`src/rtl/ccta_pkg.sv`:
```
// Shared constants and state encoding for the CCTA scheduler slice.
package ccta_pkg;

    localparam int unsigned OP_W  = 4;
    localparam int unsigned Q_W   = 5;
    localparam int unsigned N_REQ = 2;

    typedef enum logic [1:0] {
        IDLE = 2'd0,
        WAIT = 2'd1,
        DONE = 2'd2
    } ccta_state_t;

endpackage

```
`src/rtl/ccta_sched_if.sv`:
```
// Request, result and datapath signal bundle between requesters, scheduler and CCTA.
interface ccta_sched_if;
    import ccta_pkg::*;

    logic [N_REQ-1:0]      req_valid;
    logic [N_REQ-1:0]      req_ready;
    logic [N_REQ*OP_W-1:0] req_a;
    logic [N_REQ*OP_W-1:0] req_b;
    logic [N_REQ*OP_W-1:0] req_c;
    logic [N_REQ-1:0]      req_op;

    logic [OP_W-1:0]       dp_a;
    logic [OP_W-1:0]       dp_b;
    logic [OP_W-1:0]       dp_c;
    logic                  dp_ctrl;
    logic                  dp_rst;
    logic [Q_W-1:0]        dp_q;

    logic                  res_valid;
    logic                  res_ready;
    logic [Q_W-1:0]        res_q;
    logic                  res_id;
    logic                  busy;

    // Scheduler side.
    modport slave (
        input  req_valid, req_a, req_b, req_c, req_op, dp_q, res_ready,
        output req_ready, dp_a, dp_b, dp_c, dp_ctrl, dp_rst,
        output res_valid, res_q, res_id, busy
    );

    // Requester / consumer / datapath side.
    modport master (
        output req_valid, req_a, req_b, req_c, req_op, dp_q, res_ready,
        input  req_ready, dp_a, dp_b, dp_c, dp_ctrl, dp_rst,
        input  res_valid, res_q, res_id, busy
    );

endinterface

```
`src/rtl/ccta_rr_arb.sv`:
```
// Two-port round-robin grant: a lone requester wins, a tie goes to prio.
module ccta_rr_arb (
    input  logic [1:0] req,
    input  logic       prio,
    input  logic       en,
    output logic [1:0] gnt
);

    // One-hot grant, or zero when disabled or nobody requests.
    always_comb begin
        gnt = 2'b00;
        if (en) begin
            if (req == 2'b11) begin
                gnt = prio ? 2'b10 : 2'b01;
            end else begin
                gnt = req;
            end
        end
    end

endmodule

```
`src/rtl/ccta_sched.sv`:
```
// Sequencer for the shared CCTA datapath: arbitrates two requesters, holds the
// granted operands for SETTLE cycles, captures q and returns it with the id.
module ccta_sched
    import ccta_pkg::*;
#(
    parameter int unsigned SETTLE = 1
) (
    input  logic         clk,
    input  logic         rst_n,
    ccta_sched_if.slave  io_bus
);

    ccta_state_t     r_state;
    logic            r_prio;
    logic [3:0]      r_cnt;
    logic            r_cur_id;
    logic [OP_W-1:0] r_dp_a;
    logic [OP_W-1:0] r_dp_b;
    logic [OP_W-1:0] r_dp_c;
    logic            r_dp_ctrl;
    logic            r_dp_rst;
    logic            r_res_valid;
    logic [Q_W-1:0]  r_res_q;
    logic            r_res_id;

    logic [1:0]      w_gnt;
    logic            w_en;
    logic            w_sel;
    logic            w_accept;
    logic [OP_W-1:0] w_sel_a;
    logic [OP_W-1:0] w_sel_b;
    logic [OP_W-1:0] w_sel_c;
    logic            w_sel_op;

    // Grants are only offered in IDLE and never while reset is asserted.
    assign w_en = (r_state == IDLE) && rst_n;

    ccta_rr_arb u_arb (
        .req  (io_bus.req_valid),
        .prio (r_prio),
        .en   (w_en),
        .gnt  (w_gnt)
    );

    // Pick the operand slot of the granted requester.
    always_comb begin
        w_sel    = w_gnt[1];
        w_accept = |(io_bus.req_valid & w_gnt);
        if (w_sel) begin
            w_sel_a  = io_bus.req_a[2*OP_W-1:OP_W];
            w_sel_b  = io_bus.req_b[2*OP_W-1:OP_W];
            w_sel_c  = io_bus.req_c[2*OP_W-1:OP_W];
            w_sel_op = io_bus.req_op[1];
        end else begin
            w_sel_a  = io_bus.req_a[OP_W-1:0];
            w_sel_b  = io_bus.req_b[OP_W-1:0];
            w_sel_c  = io_bus.req_c[OP_W-1:0];
            w_sel_op = io_bus.req_op[0];
        end
    end

    // FSM with all registered outputs; dp_rst trails rst_n by one cycle.
    always_ff @(posedge clk) begin
        if (!rst_n) begin
            r_state     <= IDLE;
            r_prio      <= 1'b0;
            r_cnt       <= 4'd0;
            r_cur_id    <= 1'b0;
            r_dp_a      <= '0;
            r_dp_b      <= '0;
            r_dp_c      <= '0;
            r_dp_ctrl   <= 1'b0;
            r_dp_rst    <= 1'b1;
            r_res_valid <= 1'b0;
            r_res_q     <= '0;
            r_res_id    <= 1'b0;
        end else begin
            r_dp_rst <= 1'b0;
            unique case (r_state)
                IDLE: begin
                    if (w_accept) begin
                        r_dp_a    <= w_sel_a;
                        r_dp_b    <= w_sel_b;
                        r_dp_c    <= w_sel_c;
                        r_dp_ctrl <= w_sel_op;
                        r_cur_id  <= w_sel;
                        r_cnt     <= 4'(SETTLE - 1);
                        r_state   <= WAIT;
                    end
                end
                WAIT: begin
                    if (r_cnt != 4'd0) begin
                        r_cnt <= r_cnt - 4'd1;
                    end else begin
                        r_res_q     <= io_bus.dp_q;
                        r_res_id    <= r_cur_id;
                        r_res_valid <= 1'b1;
                        r_state     <= DONE;
                    end
                end
                DONE: begin
                    if (io_bus.res_ready) begin
                        r_res_valid <= 1'b0;
                        r_prio      <= ~r_cur_id;
                        r_state     <= IDLE;
                    end
                end
                default: begin
                    r_state <= IDLE;
                end
            endcase
        end
    end

    assign io_bus.req_ready = w_gnt;
    assign io_bus.dp_a      = r_dp_a;
    assign io_bus.dp_b      = r_dp_b;
    assign io_bus.dp_c      = r_dp_c;
    assign io_bus.dp_ctrl   = r_dp_ctrl;
    assign io_bus.dp_rst    = r_dp_rst;
    assign io_bus.res_valid = r_res_valid;
    assign io_bus.res_q     = r_res_q;
    assign io_bus.res_id    = r_res_id;
    assign io_bus.busy      = (r_state != IDLE);

endmodule
```
`src/flat_wrapper.sv`:
```
// flat-port wrapper written by rule: the top's interface ports become plain ports
module ccta_sched_flat import ccta_pkg::*;
#(
    parameter int unsigned SETTLE = 1
)
  (clk, rst_n, io_bus_req_valid, io_bus_req_a, io_bus_req_b, io_bus_req_c, io_bus_req_op, io_bus_dp_q, io_bus_res_ready, io_bus_req_ready, io_bus_dp_a, io_bus_dp_b, io_bus_dp_c, io_bus_dp_ctrl, io_bus_dp_rst, io_bus_res_valid, io_bus_res_q, io_bus_res_id, io_bus_busy);
  ccta_sched_if io_bus_i ();
  input  logic clk;
  input  logic rst_n;
  input wire logic [$bits(io_bus_i.req_valid)-1:0] io_bus_req_valid;
  input wire logic [$bits(io_bus_i.req_a)-1:0] io_bus_req_a;
  input wire logic [$bits(io_bus_i.req_b)-1:0] io_bus_req_b;
  input wire logic [$bits(io_bus_i.req_c)-1:0] io_bus_req_c;
  input wire logic [$bits(io_bus_i.req_op)-1:0] io_bus_req_op;
  input wire logic [$bits(io_bus_i.dp_q)-1:0] io_bus_dp_q;
  input wire logic [$bits(io_bus_i.res_ready)-1:0] io_bus_res_ready;
  output wire logic [$bits(io_bus_i.req_ready)-1:0] io_bus_req_ready;
  output wire logic [$bits(io_bus_i.dp_a)-1:0] io_bus_dp_a;
  output wire logic [$bits(io_bus_i.dp_b)-1:0] io_bus_dp_b;
  output wire logic [$bits(io_bus_i.dp_c)-1:0] io_bus_dp_c;
  output wire logic [$bits(io_bus_i.dp_ctrl)-1:0] io_bus_dp_ctrl;
  output wire logic [$bits(io_bus_i.dp_rst)-1:0] io_bus_dp_rst;
  output wire logic [$bits(io_bus_i.res_valid)-1:0] io_bus_res_valid;
  output wire logic [$bits(io_bus_i.res_q)-1:0] io_bus_res_q;
  output wire logic [$bits(io_bus_i.res_id)-1:0] io_bus_res_id;
  output wire logic [$bits(io_bus_i.busy)-1:0] io_bus_busy;
  assign io_bus_i.req_valid = io_bus_req_valid;
  assign io_bus_i.req_a = io_bus_req_a;
  assign io_bus_i.req_b = io_bus_req_b;
  assign io_bus_i.req_c = io_bus_req_c;
  assign io_bus_i.req_op = io_bus_req_op;
  assign io_bus_i.dp_q = io_bus_dp_q;
  assign io_bus_i.res_ready = io_bus_res_ready;
  assign io_bus_req_ready = io_bus_i.req_ready;
  assign io_bus_dp_a = io_bus_i.dp_a;
  assign io_bus_dp_b = io_bus_i.dp_b;
  assign io_bus_dp_c = io_bus_i.dp_c;
  assign io_bus_dp_ctrl = io_bus_i.dp_ctrl;
  assign io_bus_dp_rst = io_bus_i.dp_rst;
  assign io_bus_res_valid = io_bus_i.res_valid;
  assign io_bus_res_q = io_bus_i.res_q;
  assign io_bus_res_id = io_bus_i.res_id;
  assign io_bus_busy = io_bus_i.busy;
  ccta_sched #(.SETTLE(SETTLE)) u_core (.clk(clk), .rst_n(rst_n), .io_bus(io_bus_i));
endmodule
```
`config.mk`:
```
export PLATFORM = sky130hd
export DESIGN_NAME = ccta_sched_flat
export DESIGN_NICKNAME = d
export VERILOG_FILES = /design/src/rtl/ccta_pkg.sv /design/src/rtl/ccta_sched_if.sv /design/src/rtl/ccta_rr_arb.sv /design/src/rtl/ccta_sched.sv /design/src/flat_wrapper.sv
export SDC_FILE = /design/constraint.sdc
export NUM_CORES = 1
export LEC_CHECK = 0
export ABC_AREA = 0
export CAP_MARGIN = 20
export CORE_MARGIN = 2
export CORE_UTILIZATION = 46
export DETAILED_ROUTE_END_ITERATION = 10
export PLACE_DENSITY = 0.93
export SYNTH_ARGS = -nofsm -noshare
export SYNTH_HDL_FRONTEND = slang
export SYNTH_SLANG_ARGS = --single-unit
```
`constraint.sdc`:
```
create_clock -name clk -period 3.16 [get_ports clk]
set_input_delay 0.632 -clock clk [delete_from_list [all_inputs] [get_ports clk]]
set_output_delay 0.632 -clock clk [all_outputs]
set_load 0.005 [all_outputs]
```
### Word level (Yosys, flattened, before mapping)

Cells that the tools add are included.
W data, S select, Z words.

* register bits after elaboration: 29
* latch bits: 0
* memories kept: 0
* RAM bits: 0
* word-level logic and storage cells: 54
* ROM bits: 0

* div/mod/pow operators: 0
* add/sub/neg operators: 1
* $mul: 0
* equal/unequal tests: 7
* bitwise logic cells: 3
* $lt $le $gt $ge: 0
* shift operators: 0
* mux-type cells: 18
* reduce and logical (&&, ||, !) cells: 13

Operators with widths (count)
* $mux W4: 5
* $mux W2: 6
* $reduce_and A3 Y1: 3
* $pmux W4 S2: 1
* $pmux W2 S3: 1
* $reduce_and A2 Y1: 3
* $reduce_bool A2 Y1: 3
* $eq A2 B2 Y1 const B: 2
* $mux W1: 4
* $ne A2 B1 Y1 const B: 2
* $ne A2 B2 Y1 const B: 2
* $reduce_bool A4 Y1: 1
* $sub A4 B1 Y4 const B: 1
* $and A2 B2 Y2: 1
* $eq A2 B1 Y1 const B: 1
* $logic_not A2 Y1: 1
* $not A1 Y1: 2
* $pmux W1 S2: 1
* $reduce_or A2 Y1: 1
* $logic_and A1 B1 Y1: 1

### Depth between registers and ports, before layout

* depth after elaboration: 7
* depth in mapped cells: 6

### Hierarchy

A second synthesis with hierarchy kept.

* cell total of the unflattened synthesis: 143
* area, all modules: 1308.8 µm²

By module, submodules not included
* ccta_sched: area each 1287.5 µm², sequential area each 580.6 µm², times used 1, cells an instance 138
* ccta_rr_arb: area each 21.3 µm², sequential area each 0.0 µm², times used 1, cells an instance 5

### Least setup slack after synthesis

No wires, ideal clock.

* path kind: input to output
* start: input port rst_n
* end: output port io_bus_req_ready[0]
* data required time: 2.528 ns
* data arrival time: 1.501 ns
* path slack: 1.027 ns
* cell stages on the path: 4
* path through: or3b_1 -> buf_6 -> buf_6 -> a211oi_1

* cells in the longest elaborated chain, start to end: 2

Ends and longest elaborated chain
* start: declaration: line flat_wrapper.sv:9 `input logic rst_n;`
* $logic_and A1 B1 Y1: line ccta_sched.sv:36 `assign w_en = (r_state == IDLE) && rst_n;`
* $mux W2: line ccta_rr_arb.sv:12 `if (en) begin`
* end: declaration: line flat_wrapper.sv:17 `output wire logic [$bits(io_bus_i.req_ready)-1:0] io_bus_req_ready;`

Every way passes these cells.

### Worst setup path after layout

Same ends and word-level chain as after synthesis.

==> impl_metrics.json <==
{
  "status": "finished clean",
  "synth_warnings": 0,
  "track_usage": 0.2267,
  "max_freq_mhz": 337.2,
  "p_leak_nw": 0.7404,
  "hold_ws_ps": 483.9,
  "synthArstFlopShare": 0,
  "synth.avg_cell_area_um2": 8.877,
  "power_mw": 0.9286,
  "antenna_found_initial": 0,
  "die_x_um": 61.11,
  "r2r_end": "u_core.io_bus.dp_a[1]",
  "hold_path.class": "flop to flop",
  "dieHeight_um": 61.11,
  "cts_buffer_depth": 2,
  "dpl.hpwl_mm": 2.868,
  "drc": 0,
  "grt-ovfl-total": 0,
  "nets": 262,
  "cts_tree": "done",
  "yosys.cell_types.count": 34,
  "fin_crit_sh": 0.9385,
  "htreeDepth": 2,
  "drtIter0Drc": 156,
  "gp_congestion": 0.8064,
  "reg2reg_slack_ps": 1390,
  "holdBufCountCts": 0,
  "synth_nets": 207,
  "met2_usage": 0.3571,
  "port_buffers": 59,
  "max_cap_viol_count": 0,
  "ys_ff_latch": 29,
  "rows": 20,
  "ys_top_cells_by_count": "dfxtp_1, a21oi_1, a311oi_1, nand4_1, o21ai_0",
  "clock_sinks": 29,
  "finalClockSkew_ps": 4.029,
  "hold_depth": 2,
  "timing.setup.tns_ps": 0,
  "fin_util": 0.7085,
  "drive_gt1_frac": 0.1244,
  "r2r-start": "u_core.r_state[0]",
  "coreArea_um2": 3078,
  "crit_arrival_ps": 2330,
  "vias": 1582,
  "cts-resized-gates": 0,
  "drtPass1Iterations": 4,
  "slew_headroom": 0.6318,
  "setup_violations": 0,
  "area_growth_pct": 45.37,
  "synth_ff_type": "dfxtp_1",
  "cts-buffers-inserted": 5,
  "pre_cts_slack_ps": 226.3,
  "crit_fanout": 5,
  "slew_violations": 0,
  "endpoint_kind": "primary output",
  "viasPerCell": 5.881,
  "wire_per_inst_um": 15.09,
  "cts_root_buf": "clkbuf_4",
  "initial_utilization": 0.4874,
  "min_to": "u_core.io_bus.res_q[1]",
  "worstSetupPathType": "primary input to primary output",
  "clkLatencyLatePin_ps": 330,
  "synth_top_area_frac": 0.3870,
  "busiest_layer": "met2",
  "synthCells": 169,
  "die_area_um2": 3734,
  "synth_area_leaders": "dfxtp_1, a21oi_1, a311oi_1",
  "synth_edf_count": 0,
  "post-cts-setup-buffer-count": 0,
  "synth_top_area_cell": "dfxtp_1",
  "min_period_ps": 2966,
  "cp_data_required_time_ps": 2530,
  "rsz0062_at_grt": "no",
  "p_per_area_nw_per_um2": 425.8,
  "setup_ws_ps": 194.4,
  "grt_pass1_wl_mm": 6.272,
  "grt_max_degree": 27,
  "ant_nets": 0,
  "start_kind": "primary input",
  "use_met1": 0.2940,
  "finalHoldViolCount": 0,
  "fill_cells": 227,
  "vdd_drop_max_mv": 0.3542,
  "io_pins": 60,
  "grt.met3_usage": 0.05042,
  "wl_mm": 4.060,
  "worstMarginPinSlew_ps": 551.2,
  "rr_worst_depth": 4,
  "clkTransAtPathRegs_ps": 90,
  "min-delay-start": "u_core.io_bus.res_q[1]",
  "diodes": 0,
  "first_global_vias": 1412,
  "ys_seq_area_frac": 0.3870,
  "yosysMostFrequentCell": "dfxtp_1",
  "synth_area_um2": 1500
}
[layout make-up]
class                           count  area, µm²  share of cell area
Multi-Input combinational cell    115      787.0              0.3609
Clock inverter                      1      30.03             0.01377
Clock buffer                        7      55.05             0.02524
Timing Repair Buffer               67      650.6              0.2983
Tap cell                           44      55.05             0.02524
Inverter                            6      22.52             0.01033
Sequential cell                    29      580.6              0.2662
[through the flow]
stage	cell area [µm²]	instances
floorplan	1500	169
finish	2181	269
global placement	2096	261
CTS	2181	269
global route	2181	269
detailed placement	2096	261
[worst max-delay path, stage by stage]
cell,delay [ps]
clkdlybuf4s50_1,460
or3b_1,430
a211oi_1,260
clkdlybuf4s50_1,540
[where the power goes]
group	internal, mW	switching [mW]
clock network	0.189	0.129
logic	0.116	0.0904
registers	0.389	0.0151
total	0.694	0.234
[sequential cells by signal, indices dropped and copies added (netlist names), 2 cells and up]
name and count:
u_core.io_bus.dp_c 4, u_core.r_state 2, u_core.io_bus.dp_a 4, u_core.r_cnt 4
u_core.io_bus.dp_b 4, u_core.io_bus.res_q 5
[cells by family after synthesis]
group / share of synthesized area
compound gates: 0.3203
flops: 0.3870
fa+ha+maj: 0.01668
buf+inv: 0.08841
simple gates: 0.1876
[worst max path at each step]
stage	startpoint	endpoint	slack, ps	depth (start not counted)
floorplan	rst_n	io_bus_req_ready[0]	1030	4
global placement	rst_n	io_bus_req_ready[0]	210	4
detailed placement	rst_n	io_bus_req_ready[0]	230	4
CTS	rst_n	io_bus_req_ready[0]	200	4
global route	rst_n	io_bus_req_ready[0]	110	4
finish	rst_n	io_bus_req_ready[0]	190	4
[metal layers]
layer / routed length (µm) / share of wire
met5: 0 / 0
met4: 52 / 0.013
met3: 315 / 0.078
met2: 1971 / 0.49
met1: 1720 / 0.42
[placed cells by master (no fill, tap or decap), types with 2 or more instances in the layout]
master and count:
nor2_1 3, o31ai_1 6, nor3b_1 2, buf_4 8
or2_2 2, o21ai_0 11, nand2b_1 2, o31ai_2 7
clkbuf_4 5, clkdlybuf4s50_1 59, or4_1 3, inv_1 5
a311oi_1 13, or3_1 3, ha_1 2, a21oi_1 26
nor2b_1 2, nand2_1 2, dfxtp_1 29, nand4_1 13
nand3_1 7
No activity file was read; power rests on OpenSTA's default activity.
